[config.mk]
export PLATFORM = sky130hd
export DESIGN_NAME = axi_burst_master
export DESIGN_NICKNAME = d
export VERILOG_FILES = /design/src/rtl/axi_burst_master.sv
export SDC_FILE = /design/constraint.sdc
export NUM_CORES = 2
export LEC_CHECK = 0
export BUFFER_PORTS_ARGS = -buffer_cell sky130_fd_sc_hd__buf_2
export CAP_MARGIN = 20
export CORE_AREA = 4 4 520 522
export CTS_CLUSTER_SIZE = 14
export DETAILED_ROUTE_END_ITERATION = 16
export DIE_AREA = 0 0 524 526
export PLACE_DENSITY = 0.46
export SLEW_MARGIN = 0
export SYNTH_ARGS = -nofsm -noshare
export SYNTH_HDL_FRONTEND = slang
export SYNTH_SLANG_ARGS = --single-unit
[constraint.sdc]
create_clock -name clk -period 3.4 [get_ports clk]
set_input_delay 0.17 -clock clk [delete_from_list [all_inputs] [get_ports clk]]
set_output_delay 0.17 -clock clk [all_outputs]
set_load 0.02 [all_outputs]
[src/rtl/axi_burst_master.sv]
// AXI4 burst master: moves one cache line per request between the cache and memory.
// A read or a write is a single INCR burst of BEATS beats. Errors are reported
// alongside the done pulse rather than stalling the engine.
module axi_burst_master #(
    parameter int unsigned AXI_ADDR_WIDTH = 64,
    parameter int unsigned AXI_DATA_WIDTH = 32,
    parameter int unsigned LINE_WIDTH     = 512
) (
    input  logic                        clk,
    input  logic                        rst,

    input  logic [AXI_ADDR_WIDTH-1:0]   i_addr,
    input  logic [LINE_WIDTH-1:0]       i_data,
    input  logic                        i_start_read,
    input  logic                        i_start_write,
    output logic                        o_ready,
    output logic [LINE_WIDTH-1:0]       o_data,
    output logic                        o_read_done,
    output logic                        o_write_done,
    output logic                        o_error,

    output logic                        AR_VALID,
    input  logic                        AR_READY,
    output logic [AXI_ADDR_WIDTH-1:0]   AR_ADDR,
    output logic [7:0]                  AR_LEN,
    output logic [2:0]                  AR_SIZE,
    output logic [1:0]                  AR_BURST,
    output logic [2:0]                  AR_PROT,

    input  logic [AXI_DATA_WIDTH-1:0]   R_DATA,
    input  logic [1:0]                  R_RESP,
    input  logic                        R_LAST,
    input  logic                        R_VALID,
    output logic                        R_READY,

    output logic                        AW_VALID,
    input  logic                        AW_READY,
    output logic [AXI_ADDR_WIDTH-1:0]   AW_ADDR,
    output logic [7:0]                  AW_LEN,
    output logic [2:0]                  AW_SIZE,
    output logic [1:0]                  AW_BURST,
    output logic [2:0]                  AW_PROT,

    output logic [AXI_DATA_WIDTH-1:0]   W_DATA,
    output logic [AXI_DATA_WIDTH/8-1:0] W_STRB,
    output logic                        W_LAST,
    output logic                        W_VALID,
    input  logic                        W_READY,

    input  logic [1:0]                  B_RESP,
    input  logic                        B_VALID,
    output logic                        B_READY
);

    localparam int unsigned BEATS  = LINE_WIDTH / AXI_DATA_WIDTH;
    localparam int unsigned CNT_W  = $clog2(BEATS) + 1;
    localparam int unsigned SIZE_V = $clog2(AXI_DATA_WIDTH / 8);
    localparam int unsigned STRB_W = AXI_DATA_WIDTH / 8;
    localparam logic [LINE_WIDTH-1:0] SLOT_MASK = LINE_WIDTH'({AXI_DATA_WIDTH{1'b1}});

    typedef enum logic [2:0] {
        S_IDLE  = 3'd0,
        S_RADDR = 3'd1,
        S_RDATA = 3'd2,
        S_WADDR = 3'd3,
        S_WDATA = 3'd4,
        S_WRESP = 3'd5
    } state_t;

    state_t                      state_q, state_d;
    logic [AXI_ADDR_WIDTH-1:0]   addr_q, addr_d;
    logic [LINE_WIDTH-1:0]       line_q, line_d;
    logic [LINE_WIDTH-1:0]       data_q, data_d;
    logic [CNT_W-1:0]            cnt_q, cnt_d;
    logic                        err_q, err_d;
    logic                        ready_q, ready_d;
    logic                        ar_valid_q, ar_valid_d;
    logic                        r_ready_q, r_ready_d;
    logic                        aw_valid_q, aw_valid_d;
    logic                        w_valid_q, w_valid_d;
    logic [AXI_DATA_WIDTH-1:0]   w_data_q, w_data_d;
    logic                        w_last_q, w_last_d;
    logic                        b_ready_q, b_ready_d;
    logic                        rdone_q, rdone_d;
    logic                        wdone_q, wdone_d;
    logic                        oerr_q, oerr_d;

    logic ar_hs, r_hs, aw_hs, w_hs, b_hs;
    logic cnt_last;
    logic beat_err;
    int unsigned rd_off;

    // Handshakes only ever qualify state updates; VALIDs come from flops.
    assign ar_hs    = ar_valid_q & AR_READY;
    assign r_hs     = r_ready_q  & R_VALID;
    assign aw_hs    = aw_valid_q & AW_READY;
    assign w_hs     = w_valid_q  & W_READY;
    assign b_hs     = b_ready_q  & B_VALID;
    assign cnt_last = (cnt_q == CNT_W'(BEATS - 1));

    // State and datapath registers with synchronous reset.
    always_ff @(posedge clk) begin
        if (rst) begin
            state_q    <= S_IDLE;
            addr_q     <= '0;
            line_q     <= '0;
            data_q     <= '0;
            cnt_q      <= '0;
            err_q      <= 1'b0;
            ready_q    <= 1'b1;
            ar_valid_q <= 1'b0;
            r_ready_q  <= 1'b0;
            aw_valid_q <= 1'b0;
            w_valid_q  <= 1'b0;
            w_data_q   <= '0;
            w_last_q   <= 1'b0;
            b_ready_q  <= 1'b0;
            rdone_q    <= 1'b0;
            wdone_q    <= 1'b0;
            oerr_q     <= 1'b0;
        end else begin
            state_q    <= state_d;
            addr_q     <= addr_d;
            line_q     <= line_d;
            data_q     <= data_d;
            cnt_q      <= cnt_d;
            err_q      <= err_d;
            ready_q    <= ready_d;
            ar_valid_q <= ar_valid_d;
            r_ready_q  <= r_ready_d;
            aw_valid_q <= aw_valid_d;
            w_valid_q  <= w_valid_d;
            w_data_q   <= w_data_d;
            w_last_q   <= w_last_d;
            b_ready_q  <= b_ready_d;
            rdone_q    <= rdone_d;
            wdone_q    <= wdone_d;
            oerr_q     <= oerr_d;
        end
    end

    // Next-state logic; read wins over a simultaneous write request.
    always_comb begin
        state_d = state_q;
        unique case (state_q)
            S_IDLE: begin
                if (i_start_read)       state_d = S_RADDR;
                else if (i_start_write) state_d = S_WADDR;
            end
            S_RADDR: if (ar_hs)                state_d = S_RDATA;
            S_RDATA: if (r_hs && R_LAST)       state_d = S_IDLE;
            S_WADDR: if (aw_hs)                state_d = S_WDATA;
            S_WDATA: if (w_hs && cnt_last)     state_d = S_WRESP;
            S_WRESP: if (b_hs)                 state_d = S_IDLE;
            default:                           state_d = S_IDLE;
        endcase
    end

    // Datapath, error tracking and registered bus controls derived from the next state.
    always_comb begin
        addr_d   = addr_q;
        line_d   = line_q;
        data_d   = data_q;
        cnt_d    = cnt_q;
        err_d    = err_q;
        w_data_d = w_data_q;
        rdone_d  = 1'b0;
        wdone_d  = 1'b0;
        oerr_d   = 1'b0;
        beat_err = 1'b0;
        rd_off   = 32'(cnt_q) * AXI_DATA_WIDTH;

        unique case (state_q)
            S_IDLE: begin
                if (i_start_read || i_start_write) begin
                    addr_d = i_addr;
                    err_d  = 1'b0;
                    cnt_d  = '0;
                    if (!i_start_read) line_d = i_data;
                end
            end
            S_RDATA: begin
                if (r_hs) begin
                    // Beats past the end are accepted only to drain the burst.
                    if (32'(cnt_q) < BEATS) begin
                        data_d = (data_q & ~(SLOT_MASK << rd_off))
                               | (LINE_WIDTH'(R_DATA) << rd_off);
                        cnt_d  = cnt_q + CNT_W'(1);
                    end
                    beat_err = (R_RESP != 2'b00) | (R_LAST != cnt_last);
                    err_d    = err_q | beat_err;
                    if (R_LAST) begin
                        rdone_d = 1'b1;
                        oerr_d  = err_q | beat_err;
                    end
                end
            end
            S_WDATA: begin
                if (w_hs) cnt_d = cnt_q + CNT_W'(1);
            end
            S_WRESP: begin
                if (b_hs) begin
                    wdone_d = 1'b1;
                    oerr_d  = err_q | (B_RESP != 2'b00);
                end
            end
            default: ;
        endcase

        ready_d    = (state_d == S_IDLE);
        ar_valid_d = (state_d == S_RADDR);
        r_ready_d  = (state_d == S_RDATA);
        aw_valid_d = (state_d == S_WADDR);
        w_valid_d  = (state_d == S_WDATA);
        b_ready_d  = (state_d == S_WRESP);
        w_last_d   = (state_d == S_WDATA) && (cnt_d == CNT_W'(BEATS - 1));
        if (state_d == S_WDATA)
            w_data_d = AXI_DATA_WIDTH'(line_d >> (32'(cnt_d) * AXI_DATA_WIDTH));
    end

    assign o_ready      = ready_q;
    assign o_data       = data_q;
    assign o_read_done  = rdone_q;
    assign o_write_done = wdone_q;
    assign o_error      = oerr_q;

    assign AR_VALID = ar_valid_q;
    assign AR_ADDR  = addr_q;
    assign AR_LEN   = 8'(BEATS - 1);
    assign AR_SIZE  = 3'(SIZE_V);
    assign AR_BURST = 2'b01;
    assign AR_PROT  = 3'b000;
    assign R_READY  = r_ready_q;

    assign AW_VALID = aw_valid_q;
    assign AW_ADDR  = addr_q;
    assign AW_LEN   = 8'(BEATS - 1);
    assign AW_SIZE  = 3'(SIZE_V);
    assign AW_BURST = 2'b01;
    assign AW_PROT  = 3'b000;

    assign W_DATA   = w_data_q;
    assign W_STRB   = {STRB_W{1'b1}};
    assign W_LAST   = w_last_q;
    assign W_VALID  = w_valid_q;
    assign B_READY  = b_ready_q;

endmodule

==> results.md <==
- Main combinational cell family by area after synthesis: simple AND/OR/NAND/NOR gates
- Synth Area in Compound Gates: between 15 and 20%
- Die W: approximately 520 um
- Final Max Tran Viols: 0
- Post-Synth XOR/XNOR Area: less than 1%
- Placed Instance Area: 0.0564 mm^2
- Most used cell, CP: buf_4
- Crit-path leading delay family: simple AND/OR/NAND/NOR gates
- Root buf cell: clkbuf_16
- Initial Utilization: ~17%
- Post-synthesis sequential area ratio: about half
- Actual slew at the worst max-slew pin: ~1000 ps
- FF+latch count, synth: 1139
- Inst Count DP: between 10000 and 15000
- Layout cells sized above 1: about a quarter
- PD cells: between 500 and 600 mW/mm^2
- Hold Path Class: input port to register
- TritonRoute pass-1 iters: 6
- Post-synth cell types: 67
- Largest net degree at the start of global routing: 166
- Warnings from Yosys: 0
- Die Span Y: ~530 um
- Synth Area in Adders: 0.219%
- DR vias: just over 50000
- Layout area overhead: 49.4%
- Placeable Area: 0.265 mm^2
- Mapped Area: roughly 0.046 mm^2
- Unrepaired setup endpoints after global routing: true
- Setup crit end kind: register
- Max FO, Critical Path: 29
- Final Wtd Congestion: about 0.92
- Initial antenna violation count: 126
- GRT Util Overall: between 15 and 20%
- DR DRC count: 0
- Fraction of registers with async set/reset: 0%
- CTS tree: done
- CP Depth: 10
- Wirelength per Cell: 26.2 um
- Post-Synthesis Cells: roughly 5600
- Inserted Clock Buffers: between 100 and 150
- Filler Cell Count: a little under 30000
- Worst EP required: 4060 ps
- Max-cap violation count: 0
- First-pass GRT wire length: 390000 um
- Detail Route Antenna Nets: 0
- I/O Buffers: 1303
- Vias in the first global route: around 48000
- Pwr Total: between 30000 and 40000 uW
- Clock Latency Late Sink: approximately 820 ps
- Crit-path cells: buf_4, and4bb_2, o21ai_0, o22ai_4, buf_4, buf_4, or3_1, o311a_1, nor4_1, a2111oi_0
- Nets@finish: between 8000 and 9000
- Reg2reg setup slack: 40 ps
- Worst VDD drop: roughly 320 uV
- Core Rows: 189
- Post-route minimum period: 3360 ps
- WP data arrival: between 4000 and 5000 ps
- Drt total wl: ~290000 um
- Final period utilization: a little over nine tenths
- Crit path to: W_DATA[11]
- I/O pins: 1340
- Finished Cell Area: 0.0681 mm^2
- Pleak: 0.0276 uW
- R2R depth: 10
- Post-synthesis mux area share: between 2 and 3%
- Final hold vios: 0
- Synth Flop Type: dfxtp_1
- Crit path from: state_q[2]
- Post-DP HPWL: ~220000 um
- Most frequent cells in the layout: nand2_1 (1382), buf_2 (1302), dfxtp_1 (1136), dlygate4sd3_1 (673), nor2_1 (592)
- Slew headroom: 31.0%
- Setup violators final: 0
- Sink Count: between 1000 and 1500
- Vias per cell: around 4.6
- Gr ovfl total: 0
- Maximum clock insertion buffer count: 4
- EDFF count, synth: 0
- Reg-to-Reg End: W_DATA[11]
- CP Class: register to register
- Worst hold path depth: 4
- FF-to-FF Start: state_q[2]
- CTS H-tree depth: 4
- Highest clock rate: between 0.2 and 0.3 GHz
- Clock skew: between 80 and 90 ps
- Commonest non-fill, non-tap cell in the layout: nand2_1
- Status: complete, no violations
- Simple-gate area share of the yosys netlist: between 20% and 30%
- Final instance count without filler cells: around 11000
- Crit-path max cell delay: a little over 600 ps
- Clock transition at path regs: approximately 60 ps
- Total die area: ~0.28 mm^2
- Initial DRC Count: around 5300
- Element type at the critical path start: register
- Worst path bufs/invs: 3
- Avg Cell Area, Syn: between 8 and 9 um^2
- Crit-path slowest cell: nor4_1
Yosys cell counts (all sizes together), types with 21 or more instances:
library cell / n / area [um^2]
nor2b: 36 / 225
mux2: 29 / 327
a32oi: 22 / 193
clkbuf: 477 / 1830
a22oi: 512 / 3840
buf: 170 / 1130
nand4: 46 / 288
o2111ai: 21 / 184
nor4: 28 / 175
nand2: 1390 / 5220
nor2: 595 / 2230
o311a: 21 / 210
and2: 45 / 282
o32ai: 22 / 193
a31oi: 66 / 413
a2111oi: 22 / 213
dfxtp: 1139 / 22800
nand3: 34 / 170
a21oi: 592 / 2960
o21ai: 31 / 155
mux2i: 82 / 821
o2bb2ai: 21 / 184
nor3: 35 / 180
or3: 23 / 144
nand2b: 45 / 282
area by class of cell:
cell class	instances	area, um^2	area share [%]
antenna	60	150	0.220
clock buffer	201	4160	6.10
clock inverter	44	528	0.775
inverter	10	37.5	0.0551
multi-input combinational	3856	20200	29.7
sequential	1139	22800	33.5
tap	3533	4420	6.49
timing repair buffer	2238	15800	23.2
flip-flops by register name, summed over array words and instances (netlist names):
register,flops
AW_VALID,1
B_READY,1
line_q,512
AR_VALID,1
o_ready,1
W_DATA,32
cnt_q,5
o_data,512
W_LAST,1
o_write_done,1
state_q,3
AR_ADDR,64
o_error,1
err_q,1
R_READY,1
W_VALID,1
o_read_done,1
per-layer routing:
metal / vias to the layer above / routed length [um] / global-route usage (%)
met5: - / 213 / 0
met4: 34 / 15100 / 9.24
met3: 540 / 24700 / 4.40
met2: 2722 / 127000 / 30.6
met1: 24615 / 123000 / 26.3
li1: 22755 / - / -
per-stage QoR:
step                      TNS [ps]  hold WS, ps  setup WS (ps)  util (%)
after floorplan                  0          306            633         -
after global placement        -401          412           -254      21.3
after detailed placement      -328          416           -241      21.3
after CTS                        0         51.2           37.7      25.6
after global routing         -51.5          106          -51.5      25.7
final                            0          122           39.1      25.7
cell families (layout without fill, tap and decap cells):
group / count (synthesis) / after routing
AOI/OAI and AO/OA: 1391 / 1391
xor gates and xnor gates: 2 / 2
adders and majority gates: 8 / 8
buffers and inverters: 657 / 2493
DFF: 1139 / 1139
muxes: 112 / 112
other: 2 / 96
and+or+nand+nor: 2307 / 2307
repair_timing:
item	in CTS	in global routing
pin swaps	1	4
gates resized for setup	4	16
hold endpoints to repair	698	0
setup endpoints to repair	6	31
cloned	1	0
setup buffers	3	5
hold buffers	673	0
power breakdown:
| group | switching, uW | internal (uW) |
|---|---|---|
| clock network | 6390 | 9290 |
| logic | 2880 | 1790 |
| registers | 349 | 13800 |
| total | 9620 | 24900 |
worst register-to-register path: stages (launching register included):
cell and delay [ps]:
dfxtp_1 350, buf_4 170, and4bb_2 240, o21ai_0 470, o22ai_4 230, buf_4 210
buf_4 230, or3_1 360, o311a_1 180, nor4_1 610, a2111oi_0 150
worst min-delay path by stage:
stage / to / from / slack [ps]
after floorplan: line_q[0] / i_data[0] / 310
after global placement: AR_ADDR[54] / i_addr[54] / 410
after detailed placement: AR_ADDR[50] / i_addr[50] / 420
after CTS: line_q[15] / i_start_write / 50
after global routing: line_q[11] / i_start_write / 110
final: err_q / i_start_read / 120
No activity file was read; power rests on OpenSTA's default activity.
